$ cat src/rtl/rf_write_arbiter.sv
// rf_write_arbiter: round-robin arbiter that shares the single write port of
// the 16-entry register file among NUM_REQ writers (execute, load, CSR, ...).
// The winning request is registered onto wr_ena/wr_addr/wr_data. A
// decoder_4_to_16 instance turns that registered address into one-hot word lines.
//
// Optional build macro RF_ARB_STATS_EN adds two saturating 16-bit
// statistics outputs: stat_grants and stat_stalls.

// 4-to-16 one-hot decoder with enable; all outputs low while ena is low.
module decoder_4_to_16 (
  input  logic        ena,
  input  logic [3:0]  in,
  output logic [15:0] out
);

  // One word line per address, gated by the enable
  always_comb begin
    out = '0;
    for (int i = 0; i < 16; i++) begin
      if (ena && (in == 4'(i))) begin
        out[i] = 1'b1;
      end
    end
  end

endmodule

module rf_write_arbiter #(
  parameter int NUM_REQ = 4,
  parameter int DATA_W  = 32
) (
  input  logic                        clk,
  input  logic                        rst_n,
  input  logic [NUM_REQ-1:0]          req,
  input  logic [4*NUM_REQ-1:0]        req_addr,
  input  logic [DATA_W*NUM_REQ-1:0]   req_data,
  output logic [NUM_REQ-1:0]          gnt,
  output logic                        wr_ena,
  output logic [3:0]                  wr_addr,
  output logic [DATA_W-1:0]           wr_data,
  output logic [15:0]                 wr_onehot
`ifdef RF_ARB_STATS_EN
  ,
  output logic [15:0]                 stat_grants,
  output logic [15:0]                 stat_stalls
`endif
);

  localparam int PTR_W = (NUM_REQ > 1) ? $clog2(NUM_REQ) : 1;
  localparam logic [PTR_W:0]   NUM_REQ_W = (PTR_W+1)'(NUM_REQ);
  localparam logic [PTR_W-1:0] LAST_IDX  = PTR_W'(NUM_REQ - 1);

  logic [NUM_REQ-1:0] gnt_q, gnt_d;
  logic               wr_ena_q, wr_ena_d;
  logic [3:0]         wr_addr_q, wr_addr_d;
  logic [DATA_W-1:0]  wr_data_q, wr_data_d;
  logic [PTR_W-1:0]   ptr_q, ptr_d;

  logic [NUM_REQ-1:0] elig;
  logic               found;
  logic [PTR_W-1:0]   winner;
  logic [PTR_W:0]     cand;
  logic [3:0]         sel_addr;
  logic [DATA_W-1:0]  sel_data;

  // Rotating priority search: first eligible requester starting at ptr.
  // Last cycle's grantee is masked so it never gets two cycles in a row.
  always_comb begin
    elig   = req & ~gnt_q;
    found  = 1'b0;
    winner = '0;
    cand   = '0;
    for (int off = 0; off < NUM_REQ; off++) begin
      cand = {1'b0, ptr_q} + (PTR_W+1)'(off);
      if (cand >= NUM_REQ_W) begin
        cand = cand - NUM_REQ_W;
      end
      if (!found && elig[cand[PTR_W-1:0]]) begin
        found  = 1'b1;
        winner = cand[PTR_W-1:0];
      end
    end
  end

  // Pick the winner's address and data fields out of the packed request buses
  always_comb begin
    sel_addr = '0;
    sel_data = '0;
    for (int i = 0; i < NUM_REQ; i++) begin
      if (winner == PTR_W'(i)) begin
        sel_addr = req_addr[4*i +: 4];
        sel_data = req_data[DATA_W*i +: DATA_W];
      end
    end
  end

  // Next-state for grant, write port and pointer; address/data hold when idle
  always_comb begin
    gnt_d     = '0;
    wr_ena_d  = found;
    wr_addr_d = wr_addr_q;
    wr_data_d = wr_data_q;
    ptr_d     = ptr_q;
    if (found) begin
      for (int i = 0; i < NUM_REQ; i++) begin
        gnt_d[i] = (winner == PTR_W'(i));
      end
      wr_addr_d = sel_addr;
      wr_data_d = sel_data;
      ptr_d     = (winner == LAST_IDX) ? '0 : winner + 1'b1;
    end
  end

  // Arbitration state; an asynchronous reset drops any in-flight write
  always_ff @(posedge clk or negedge rst_n) begin
    if (!rst_n) begin
      gnt_q     <= '0;
      wr_ena_q  <= 1'b0;
      wr_addr_q <= '0;
      wr_data_q <= '0;
      ptr_q     <= '0;
    end else begin
      gnt_q     <= gnt_d;
      wr_ena_q  <= wr_ena_d;
      wr_addr_q <= wr_addr_d;
      wr_data_q <= wr_data_d;
      ptr_q     <= ptr_d;
    end
  end

  assign gnt     = gnt_q;
  assign wr_ena  = wr_ena_q;
  assign wr_addr = wr_addr_q;
  assign wr_data = wr_data_q;

  decoder_4_to_16 u_dec (
    .ena (wr_ena_q),
    .in  (wr_addr_q),
    .out (wr_onehot)
  );

`ifdef RF_ARB_STATS_EN
  logic [15:0] stat_grants_q, stat_grants_d;
  logic [15:0] stat_stalls_q, stat_stalls_d;

  // Saturating counts of issued grants and of edges that left a requester waiting
  always_comb begin
    stat_grants_d = stat_grants_q;
    stat_stalls_d = stat_stalls_q;
    if (found && (stat_grants_q != 16'hFFFF)) begin
      stat_grants_d = stat_grants_q + 16'd1;
    end
    if ((|(req & ~gnt_d)) && (stat_stalls_q != 16'hFFFF)) begin
      stat_stalls_d = stat_stalls_q + 16'd1;
    end
  end

  // Statistics registers, cleared together with the arbiter
  always_ff @(posedge clk or negedge rst_n) begin
    if (!rst_n) begin
      stat_grants_q <= '0;
      stat_stalls_q <= '0;
    end else begin
      stat_grants_q <= stat_grants_d;
      stat_stalls_q <= stat_stalls_d;
    end
  end

  assign stat_grants = stat_grants_q;
  assign stat_stalls = stat_stalls_q;
`endif

endmodule

$ cat config.mk
export PLATFORM = sky130hd
export DESIGN_NAME = rf_write_arbiter
export DESIGN_NICKNAME = d
export VERILOG_FILES = /design/src/rtl/rf_write_arbiter.sv
export SDC_FILE = /design/constraint.sdc
export NUM_CORES = 1
export LEC_CHECK = 0
export CORE_MARGIN = 2
export CORE_UTILIZATION = 39
export CTS_CLUSTER_SIZE = 14
export DETAILED_ROUTE_END_ITERATION = 8
export PLACE_DENSITY = 0.88
export SYNTH_ARGS = -nofsm -noshare
export SYNTH_HDL_FRONTEND = slang
export SYNTH_SLANG_ARGS = --single-unit
$ cat constraint.sdc
create_clock -name clk -period 5.4 [get_ports clk]
set_clock_uncertainty 0.05 [all_clocks]
set_input_delay 0.81 -clock clk [delete_from_list [all_inputs] [get_ports clk]]
set_output_delay 0.81 -clock clk [all_outputs]
set_load 0.01 [all_outputs]
==> results of run 1 <==
==> final cells by class <==
type	instances	share of cell area [%]
Timing Repair Buffer	212	41.9
Inverter	38	2.84
Clock buffer	7	1.52
Clock inverter	1	0.0998
Multi-Input combinational cell	236	29.6
Sequential cell	43	21.5
Tap cell	102	2.54
==> per-stage QoR <==
| step | cell area (um^2) | hold slack, ns | utilization, % | std cells |
|---|---|---|---|---|
| after floorplan | 3020 | 0.464 | - | 350 |
| after global placement | 4930 | 0.485 | 64.9 | 631 |
| after detailed placement | 4930 | 0.493 | 64.9 | 631 |
| after CTS | 5010 | 0.504 | 65.9 | 639 |
| after global routing | 5010 | 0.526 | 65.9 | 639 |
| final | 5010 | 0.504 | 65.9 | 639 |
==> power groups by stage <==
stage	Clock, mW	Sequential [mW]	Combinational (mW)
final	0.199	0.615	1.81
after global routing	0.215	0.637	1.98
after CTS	0.206	0.615	1.83
after detailed placement	0	0.620	1.82
after global placement	0	0.608	1.75
after floorplan	0	0.665	1.23
==> final timing paths <==
check | startpoint | depth (start not counted) | to | slack, ns
setup / recovery | req[2] | 10 | wr_data[20] | 1.82
hold / removal | wr_data[5] | 2 | wr_data[5] | 0.50
setup reg to reg | gnt[2] | 9 | wr_data[20] | 2.29
hold reg to reg | wr_data[5] | 2 | wr_data[5] | 0.50
max in group asynchronous | rst_n | 1 | wr_addr[0] | 4.05
min in group asynchronous | rst_n | 1 | wr_data[21] | 0.62
==> cells by family after synthesis <==
kind of cell / count (synthesis) / synth area share (%)
adder cells (fa/ha/maj): 4 / 1.66
AND/OR/NAND/NOR: 113 / 16.2
flip-flops: 43 / 35.6
multiplexers: 1 / 0.373
buffers and inverters: 71 / 15.3
AO/OA/AOI/OAI: 118 / 30.7
==> critical path: cells and delay by family <==
kind / cells / cell delay (ns)
AO/OA/AOI/OAI: 4 / 0.68
AND/OR/NAND/NOR: 3 / 0.65
adder cells (fa/ha/maj): 1 / 0.66
buffers and inverters: 2 / 0.90
==> Yosys cell counts <==
cell	number	area, um^2
nor3_1	4	20.0
nor2b_1	2	12.5
or2_1	1	6.26
o2111ai_4	1	26.3
or3b_2	1	8.76
a22oi_1	2	15.0
a31oi_1	35	219
buf_8	4	60.1
a21oi_1	7	35.0
nand3b_1	2	15.0
a21o_1	1	7.51
nand3_1	1	5.00
nor2_1	51	191
o21ai_0	1	5.00
a211o_1	35	307
o211ai_1	1	7.51
a221oi_1	35	307
ha_1	4	50.1
nor4bb_1	1	10.0
buf_6	6	67.6
or3_1	1	6.26
clkbuf_8	10	138
clkbuf_2	1	5.00
dfrtp_1	43	1080
clkbuf_1	8	30.0
mux2_2	1	11.3
nand2b_1	6	37.5
and2_2	1	7.51
and2_1	3	18.8
nand2_1	38	143
nor2b_2	1	8.76
buf_2	4	20.0
inv_1	38	143
==> metal layers <==
layer	vias up	track usage, %
met1	1607	27.3
met5	-	0
met2	153	42.9
met3	14	4.85
met4	0	6.84
li1	1639	-
==> sequential cells by signal (all words and copies together), names as in the netlist <==
signal / count
wr_data: 32
gnt: 4
wr_addr: 4
ptr_q: 2
wr_ena: 1
==> summary.txt, run 1 <==
Pwr
  – Max IR drop VDD: around 0.26 mV
  – Switch Pwr: 1.11 mW
  – Pleak: 2.11 nW
  – Net Sw Frac: between 40 and 50%
  – Sequential share of power: between 20% and 30%
  – Pint: around 1.5 mW
  – Power per Cell Area: about 520 nW/um^2
  – Final Power: 2.63 mW
  – Clk pwr share: around 7.6%
  – Comb pwr share: 69.0%

STA
  – Final period util: about two thirds
  – Final setup viols: 0
  – Final Hold Viols: 0
  – Final setup TNS: 0 ns
  – Final worst slack: between 1.5 and 2 ns
  – Actual slew at the worst max-slew pin: ~0.99 ns
  – Slew HR: 33.9%
  – Final min period: 3.58 ns
  – Slew Limit Fails: 0
  – F_max: 0.279 GHz
  – RSZ-0062 raised after global routing: false

Detailed routing
  – # DRC: 0
  – Met2 wire length: 5.24 mm
  – Via-to-Cell Ratio: 5.34
  – Initial DRC count: 175
  – Routed len/inst: 16.0 um
  – Top layer in use: met4
  – Routed vias: 3413
  – Routed WL: 10.2 mm
  – Drt pass-1 iters: 4
  – WL met1: 4.01 mm
  – Post-route ant nets: 0
  – Met3 wire length: just under 800 um

Cells and area
  – Commonest cells after routing, fill and taps aside: clkdlybuf4s50_1, nor2_1, dfrtp_1
  – Layout net count: 690
  – Area taken by multi-input logic gates: 1490 um^2
  – Most common cell after layout, fill and taps aside: clkdlybuf4s50_1
  – Fillcell total: 628
  – Register area: 1080 um^2
  – Fraction of layout cells with a size suffix above 1: ~3.7%
  – Ant. Diodes: 0
  – Layout area overhead: 66.1%

Synthesis
  – Sequential area share after synthesis: about 36%
  – FF+latch count, synth: between 40 and 50
  – Post-Syn Nets: 504
  – Unique masters post-synth: 33
  – Post-Syn Instances: 350
  – YS warnings: 0
  – Synth Cell Area: 3020 um^2
  – Syn avg cell area: between 8 and 9 um^2

Clock network
  – CTS H-tree lvls: 2
  – CTS tree: yes
  – Total CTS buffers: 5
  – Hold_buf cts: 0
  – Root Buffer: clkbuf_8
  – Reg clk slew, reported paths: 0.08 ns
  – Clock sink count: 43
  – Clock latency on the worst-skew pair: ~0.29 ns
  – Post-cts sizing count: 0
  – Setup bufs post-CTS: 0
  – CTS max path bufs: 2

Worst setup path
  – WP data arrival: approximately 3.8 ns
  – CP Max Fanout: 39
  – Critical Path End Type: flop
  – Critical Path Max Stage Delay: about 0.66 ns
  – CP startpoint kind: input pin
  – Critical Path RT: 5.56 ns
  – Critical path class: in -> reg
  – CP Cell Sequence: clkdlybuf4s50_1 > nand2b_1 > or3_1 > o211ai_1 > or2_1 > ha_2 > buf_4 > a221oi_1 > a211o_1 > a31oi_1
  – Critical path's slowest cell: ha_2

Placement
  – Input/output buffers: just over 200
  – Placer Congestion: 0.747
  – Post-DP HPWL: 7.70 mm
  – Worst slack, placed: 1.48 ns

Floorplan
  – Total core area: 7610 um^2
  – Num ports: 207
  – Initial Util: 39.7%
  – Die X: 92.0 um
  – Row count: 32
  – Die area: between 8000 and 9000 um^2
  – DIE HEIGHT: approximately 92 um

Min path
  – Min-Delay Path Class: reg -> reg

GRT
  – Initial antenna violation count: 0
  – Global route total overflow: 0
  – First-pass GRT wire length: 15.9 mm
  – Total Routing Usage GR: 23.3%
  – Largest net degree at the start of global routing: 79
  – Vias in the first global route: 3322

Flow run
  – # Max-Cap Violations: 0

Status
  – Status: completed
(Power assumes the default switching activity.)
==> inputs of run 2 (changes only) <==
--- a/config.mk
+++ b/config.mk
@@ -6,10 +6,10 @@
 export NUM_CORES = 1
 export LEC_CHECK = 0
 export CORE_MARGIN = 2
-export CORE_UTILIZATION = 39
+export CORE_UTILIZATION = 36
 export CTS_CLUSTER_SIZE = 14
 export DETAILED_ROUTE_END_ITERATION = 8
-export PLACE_DENSITY = 0.88
+export PLACE_DENSITY = 0.82
 export SYNTH_ARGS = -nofsm -noshare
 export SYNTH_HDL_FRONTEND = slang
 export SYNTH_SLANG_ARGS = --single-unit
==> constraint.sdc (replaced) <==
create_clock -name clk -period 3.72 [get_ports clk]
set_clock_uncertainty 0.05 [all_clocks]
set_input_delay 0.558 -clock clk [delete_from_list [all_inputs] [get_ports clk]]
set_output_delay 0.558 -clock clk [all_outputs]
set_load 0.01 [all_outputs]
==> summary.txt, run 2 (synthesis results as in run 1) <==
Status
  – Status: completed

Min path
  – Min-Delay Path Class: in -> async

Floorplan
  – Total core area: just over 8000 um^2
  – DIE HEIGHT: 95.6 um
  – Die X: 95.6 um
  – Row count: 33
  – Die area: slightly above 9000 um^2
  – Num ports: 207
  – Initial Util: between 30% and 40%

Flow run
  – # Max-Cap Violations: 0

Clock network
  – CTS tree: yes
  – Clock latency on the worst-skew pair: 0.28 ns
  – Reg clk slew, reported paths: 0.08 ns
  – CTS H-tree lvls: 2
  – CTS max path bufs: 2
  – Hold_buf cts: 0
  – Total CTS buffers: 5
  – Root Buffer: clkbuf_8
  – Post-cts sizing count: 0
  – Clock sink count: 43
  – Setup bufs post-CTS: 0

Worst setup path
  – Buffers & Inverters on Critical Path: 2
  – Critical path's slowest cell: clkdlybuf4s50_1
  – CP Cell Sequence: clkdlybuf4s50_1 > nand2b_1 > or3_1 > o211ai_1 > or2_1 > ha_1 > nor2b_2 > buf_4 > a221oi_1 > a211o_1 > a31oi_1
  – Critical Path End Type: flop
  – RR Endpoint: wr_data[11]
  – Slack of the worst reg-to-reg path: about 1.0 ns
  – Worst flop-to-flop path startpoint: gnt[2]
  – FF-to-FF path depth: 10
  – Critical Path Max Stage Delay: between 0.4 and 0.5 ns
  – Family with the most delay on the worst path: simple AND/OR/NAND/NOR gates
  – Critical Path RT: 3.86 ns
  – CP Max Fanout: 20
  – Critical path class: in -> reg
  – CP startpoint kind: input pin
  – WP data arrival: 3.09 ns

Pwr
  – Max IR drop VDD: between 0.3 and 0.4 mV
  – Switch Pwr: roughly 1.6 mW
  – Final Power: 3.81 mW
  – Pleak: 2.12 nW
  – Pint: 2.21 mW
  – Sequential share of power: 23.3%
  – Clk pwr share: between 7 and 8%
  – Comb pwr share: 69.4%
  – Net Sw Frac: about two fifths
  – Power per Cell Area: 757 nW/um^2

GRT
  – Vias in the first global route: 3249
  – Largest net degree at the start of global routing: 79
  – Total Routing Usage GR: 21.3%
  – First-pass GRT wire length: 15.2 mm
  – Global route total overflow: 0
  – Initial antenna violation count: 0

Cells and area
  – Max reg flops: 32
  – Fraction of layout cells with a size suffix above 1: 4.09%
  – Commonest cells after routing, fill and taps aside: clkdlybuf4s50_1, nor2_1, dfrtp_1
  – Ant. Diodes: 0
  – Layout area overhead: 66.7%
  – Most common cell after layout, fill and taps aside: clkdlybuf4s50_1
  – Layout net count: approximately 690
  – Fillcell total: 717

Detailed routing
  – Routed len/inst: around 16 um
  – Via-to-Cell Ratio: 5.29
  – Routed vias: 3404
  – Post-route ant nets: 0
  – Routed WL: between 10 and 15 mm
  – # DRC: 0
  – Initial DRC count: roughly 120
  – Drt pass-1 iters: 7

STA
  – Final setup viols: 0
  – Final min period: 2.95 ns
  – Slew HR: 33.6%
  – RSZ-0062 raised after global routing: false
  – Final Hold Viols: 0
  – Actual slew at the worst max-slew pin: 0.996 ns
  – Slew Limit Fails: 0
  – Final setup TNS: 0 ns
  – Final period util: 79.3%
  – F_max: 0.339 GHz

Placement
  – Post-DP HPWL: 7.78 mm
  – Input/output buffers: ~210
  – Placer Congestion: 0.827
run 2: final cells by class:
cell class                 count  area (um^2)  share of cell area [%]
timing repair buffer         215         2120                    42.2
multi-input combinational    236         1490                    29.5
sequential                    43         1080                    21.4
inverter                      38          143                    2.83
tap                          105          131                    2.61
clock buffer                   6         72.6                    1.44
run 2: through the flow:
| stage | utilization (%) | setup WS, ns | instances | hold slack, ns | instance area, um^2 |
|---|---|---|---|---|---|
| global placement | 60.7 | 0.669 | 637 | 0.485 | 4960 |
| floorplan | - | 1.18 | 350 | 0.212 | 3020 |
| detailed placement | 60.7 | 0.523 | 637 | 0.492 | 4960 |
| finish | 61.6 | 0.772 | 643 | 0.390 | 5030 |
| global route | 61.6 | 0.578 | 643 | 0.479 | 5030 |
| CTS | 61.6 | 0.803 | 643 | 0.423 | 5030 |
run 2: power by group through the flow:
stage / logic [mW] / registers [mW] / clock network (mW)
finish: 2.64 / 0.888 / 0.279
floorplan: 1.78 / 0.965 / 0
global placement: 2.58 / 0.890 / 0
detailed placement: 2.66 / 0.900 / 0
global route: 2.90 / 0.920 / 0.306
CTS: 2.67 / 0.889 / 0.288
run 2: worst max-delay path by stage:
stage | from | end | slack [ns] | cells after the start
6_report | req[2] | wr_data[11] | 0.77 | 11
5_1_grt | req[2] | wr_data[11] | 0.58 | 11
4_1_cts | req[2] | wr_data[11] | 0.80 | 11
3_5_place_dp | req[2] | wr_data[11] | 0.52 | 11
3_3_place_gp | req[2] | wr_data[25] | 0.67 | 11
2_1_floorplan | req[0] | wr_data[17] | 1.18 | 12
run 2: per-layer routing:
| metal | GRT usage, % | vias to the layer above | part of all wire, % |
|---|---|---|---|
| met2 | 38.7 | 165 | 50 |
| li1 | - | 1632 | - |
| met3 | 7.43 | 22 | 11 |
| met5 | 0 | - | 0 |
| met4 | 8.45 | 0 | 3.0 |
| met1 | 22.4 | 1585 | 36 |
==> inputs of run 3 (changes only) <==
--- a/config.mk
+++ b/config.mk
@@ -6,10 +6,10 @@
 export NUM_CORES = 1
 export LEC_CHECK = 0
 export CORE_MARGIN = 2
-export CORE_UTILIZATION = 36
+export CORE_UTILIZATION = 33
 export CTS_CLUSTER_SIZE = 14
 export DETAILED_ROUTE_END_ITERATION = 8
-export PLACE_DENSITY = 0.82
+export PLACE_DENSITY = 0.79
 export SYNTH_ARGS = -nofsm -noshare
 export SYNTH_HDL_FRONTEND = slang
 export SYNTH_SLANG_ARGS = --single-unit
==> constraint.sdc (replaced) <==
create_clock -name clk -period 2.7 [get_ports clk]
set_clock_uncertainty 0.05 [all_clocks]
set_input_delay 0.405 -clock clk [delete_from_list [all_inputs] [get_ports clk]]
set_output_delay 0.405 -clock clk [all_outputs]
set_load 0.01 [all_outputs]
==> summary.txt, run 3 (synthesis results as in run 1) <==
Pwr
  – Max IR drop VDD: 0.559 mV
  – Power per Cell Area: 1120 nW/um^2
  – Pleak: 2.23 nW

Clock network
  – Hold_buf cts: 0
  – CTS tree: yes
  – Clock latency on the worst-skew pair: 0.30 ns
  – Root Buffer: clkbuf_8
  – Reg clk slew, reported paths: 0.09 ns
  – Clock sink count: 43
  – Total CTS buffers: 5
  – CTS H-tree lvls: 2
  – CTS max path bufs: 2

Floorplan
  – Total core area: just under 9000 um^2
  – Row count: 34
  – Initial Util: 34.3%
  – DIE HEIGHT: around 100 um
  – Die X: 99.7 um
  – Die area: 9930 um^2
  – Num ports: 207

Cells and area
  – Max reg flops: 32
  – Layout net count: 701
  – Layout area overhead: 75.9%
  – Area taken by multi-input logic gates: 1560 um^2
  – Ant. Diodes: 0
  – Fin util: around three fifths
  – Register area: ~1100 um^2
  – Fillcell total: 782
  – Commonest cells after routing, fill and taps aside: clkdlybuf4s50_1, nor2_1, dfrtp_1
  – Fraction of layout cells with a size suffix above 1: 8.21%
  – Most common cell after layout, fill and taps aside: clkdlybuf4s50_1

STA
  – Final setup viols: 0
  – Final Hold Viols: 0
  – Actual slew at the worst max-slew pin: 0.977 ns
  – Final period util: 97.6%
  – Final setup TNS: 0 ns
  – Slew HR: 34.9%
  – Slew Limit Fails: 0
  – F_max: around 0.38 GHz
  – Final worst slack: 0.0640 ns
  – Final min period: 2.64 ns
  – RSZ-0062 raised after global routing: true

Status
  – Status: completed

Flow run
  – # Max-Cap Violations: 0

Worst setup path
  – Buffers & Inverters on Critical Path: 2
  – Critical path class: in -> reg
  – Worst flop-to-flop path startpoint: gnt[1]
  – WP data arrival: approximately 2.7 ns
  – Critical Path RT: between 2 and 3 ns
  – Family with the most delay on the worst path: compound AO/OA/AOI/OAI gates
  – CP Cell Sequence: clkdlybuf4s50_1 > nand2b_1 > a22oi_1 > o211ai_1 > or2_1 > ha_1 > nor2b_4 > buf_12 > a221oi_1 > a211o_1 > a31oi_1
  – Critical Path Max Stage Delay: around 0.48 ns
  – Crit. Startpoint: req[1]
  – Critical path's slowest cell: clkdlybuf4s50_1
  – CP Max Fanout: 19
  – CP startpoint kind: input pin
  – Critical Path End Type: flop

GRT
  – Total Routing Usage GR: 20.6%
  – Largest net degree at the start of global routing: 79
  – Initial antenna violation count: 0
  – Vias in the first global route: 3353
  – Global route total overflow: 0
  – First-pass GRT wire length: ~16 mm

Detailed routing
  – # DRC: 0
  – Routed vias: 3378
  – Met2 wire length: 5.61 mm
  – Routed WL: 10.6 mm
  – Via-to-Cell Ratio: around 5.1
  – Initial DRC count: 141
  – Drt pass-1 iters: 4
  – Met3 wire length: 886 um
  – Post-route ant nets: 0
  – WL met1: 3.95 mm
  – Top layer in use: met4
  – Routed len/inst: 16.1 um

Placement
  – Input/output buffers: roughly 200
  – Post-DP HPWL: 7.97 mm
  – Placer Congestion: 0.795
  – Worst slack, placed: -0.329 ns

Min path
  – Min-Delay Path Class: in -> async
## run 3: cell types whose count changed in the layout (fill, tap and decap cells not counted), sizes merged
cell      change
clkbuf        -1
bufinv        +2
clkinvlp      +1
buf           +8
## run 3: worst paths after layout
check | end | slack, ns | cells past startpoint
setup / recovery | wr_data[29] | 0.06 | 11
hold / removal | wr_data[21] | 0.20 | 1
setup reg to reg | wr_data[29] | 0.17 | 10
hold reg to reg | wr_data[3] | 0.50 | 2
max in group asynchronous | wr_ena | 1.78 | 1
min in group clk | wr_data[3] | 0.50 | 2
## run 3: power by group
part           total, mW  internal, mW  switching [mW]
Sequential          1.21         0.988           0.222
Combinational       4.12          2.20            1.92
Clock              0.604         0.369           0.235
Total               5.93          3.56            2.37
## run 3: through the flow
step / total power, mW / hold slack, ns / area (um^2) / std cells
2_1_floorplan: 3.79 / 0.0594 / 3020 / 350
5_1_grt: 6.39 / 0.297 / 5310 / 656
3_3_place_gp: 5.06 / 0.486 / 5080 / 647
6_report: 5.93 / 0.204 / 5310 / 656
4_1_cts: 5.82 / 0.249 / 5220 / 655
3_5_place_dp: 5.18 / 0.492 / 5080 / 647
## run 3: area by class of cell
| class | count | area share, % |
|---|---|---|
| timing repair buffer | 223 | 42.6 |
| multi-input combinational | 236 | 29.3 |
| sequential | 43 | 20.3 |
| inverter | 38 | 2.69 |
| tap | 108 | 2.54 |
| clock buffer | 5 | 1.30 |
| clock inverter | 3 | 1.27 |
## run 3: worst register-to-register path, stage by stage, from the launching register on
cell and delay, ns:
dfrtp_1 0.40, nand2b_1 0.20, a22oi_1 0.22, o211ai_1 0.18, or2_1 0.27, ha_1 0.22
nor2b_4 0.15, buf_12 0.16, a221oi_1 0.29, a211o_1 0.15, a31oi_1 0.08
## run 3: routing by layer
metal | GRT usage, % | vias up
met4 | 5.27 | 0
li1 | - | 1650
met3 | 5.76 | 10
met2 | 38.9 | 161
met5 | 0 | -
met1 | 22.5 | 1557
## run 3: what timing repair did
action | in CTS | in global routing
setup buffers | 0 | 1
setup endpoints to repair | 6 | 36
resized for setup | 1 | 16
pin swaps | 0 | 2
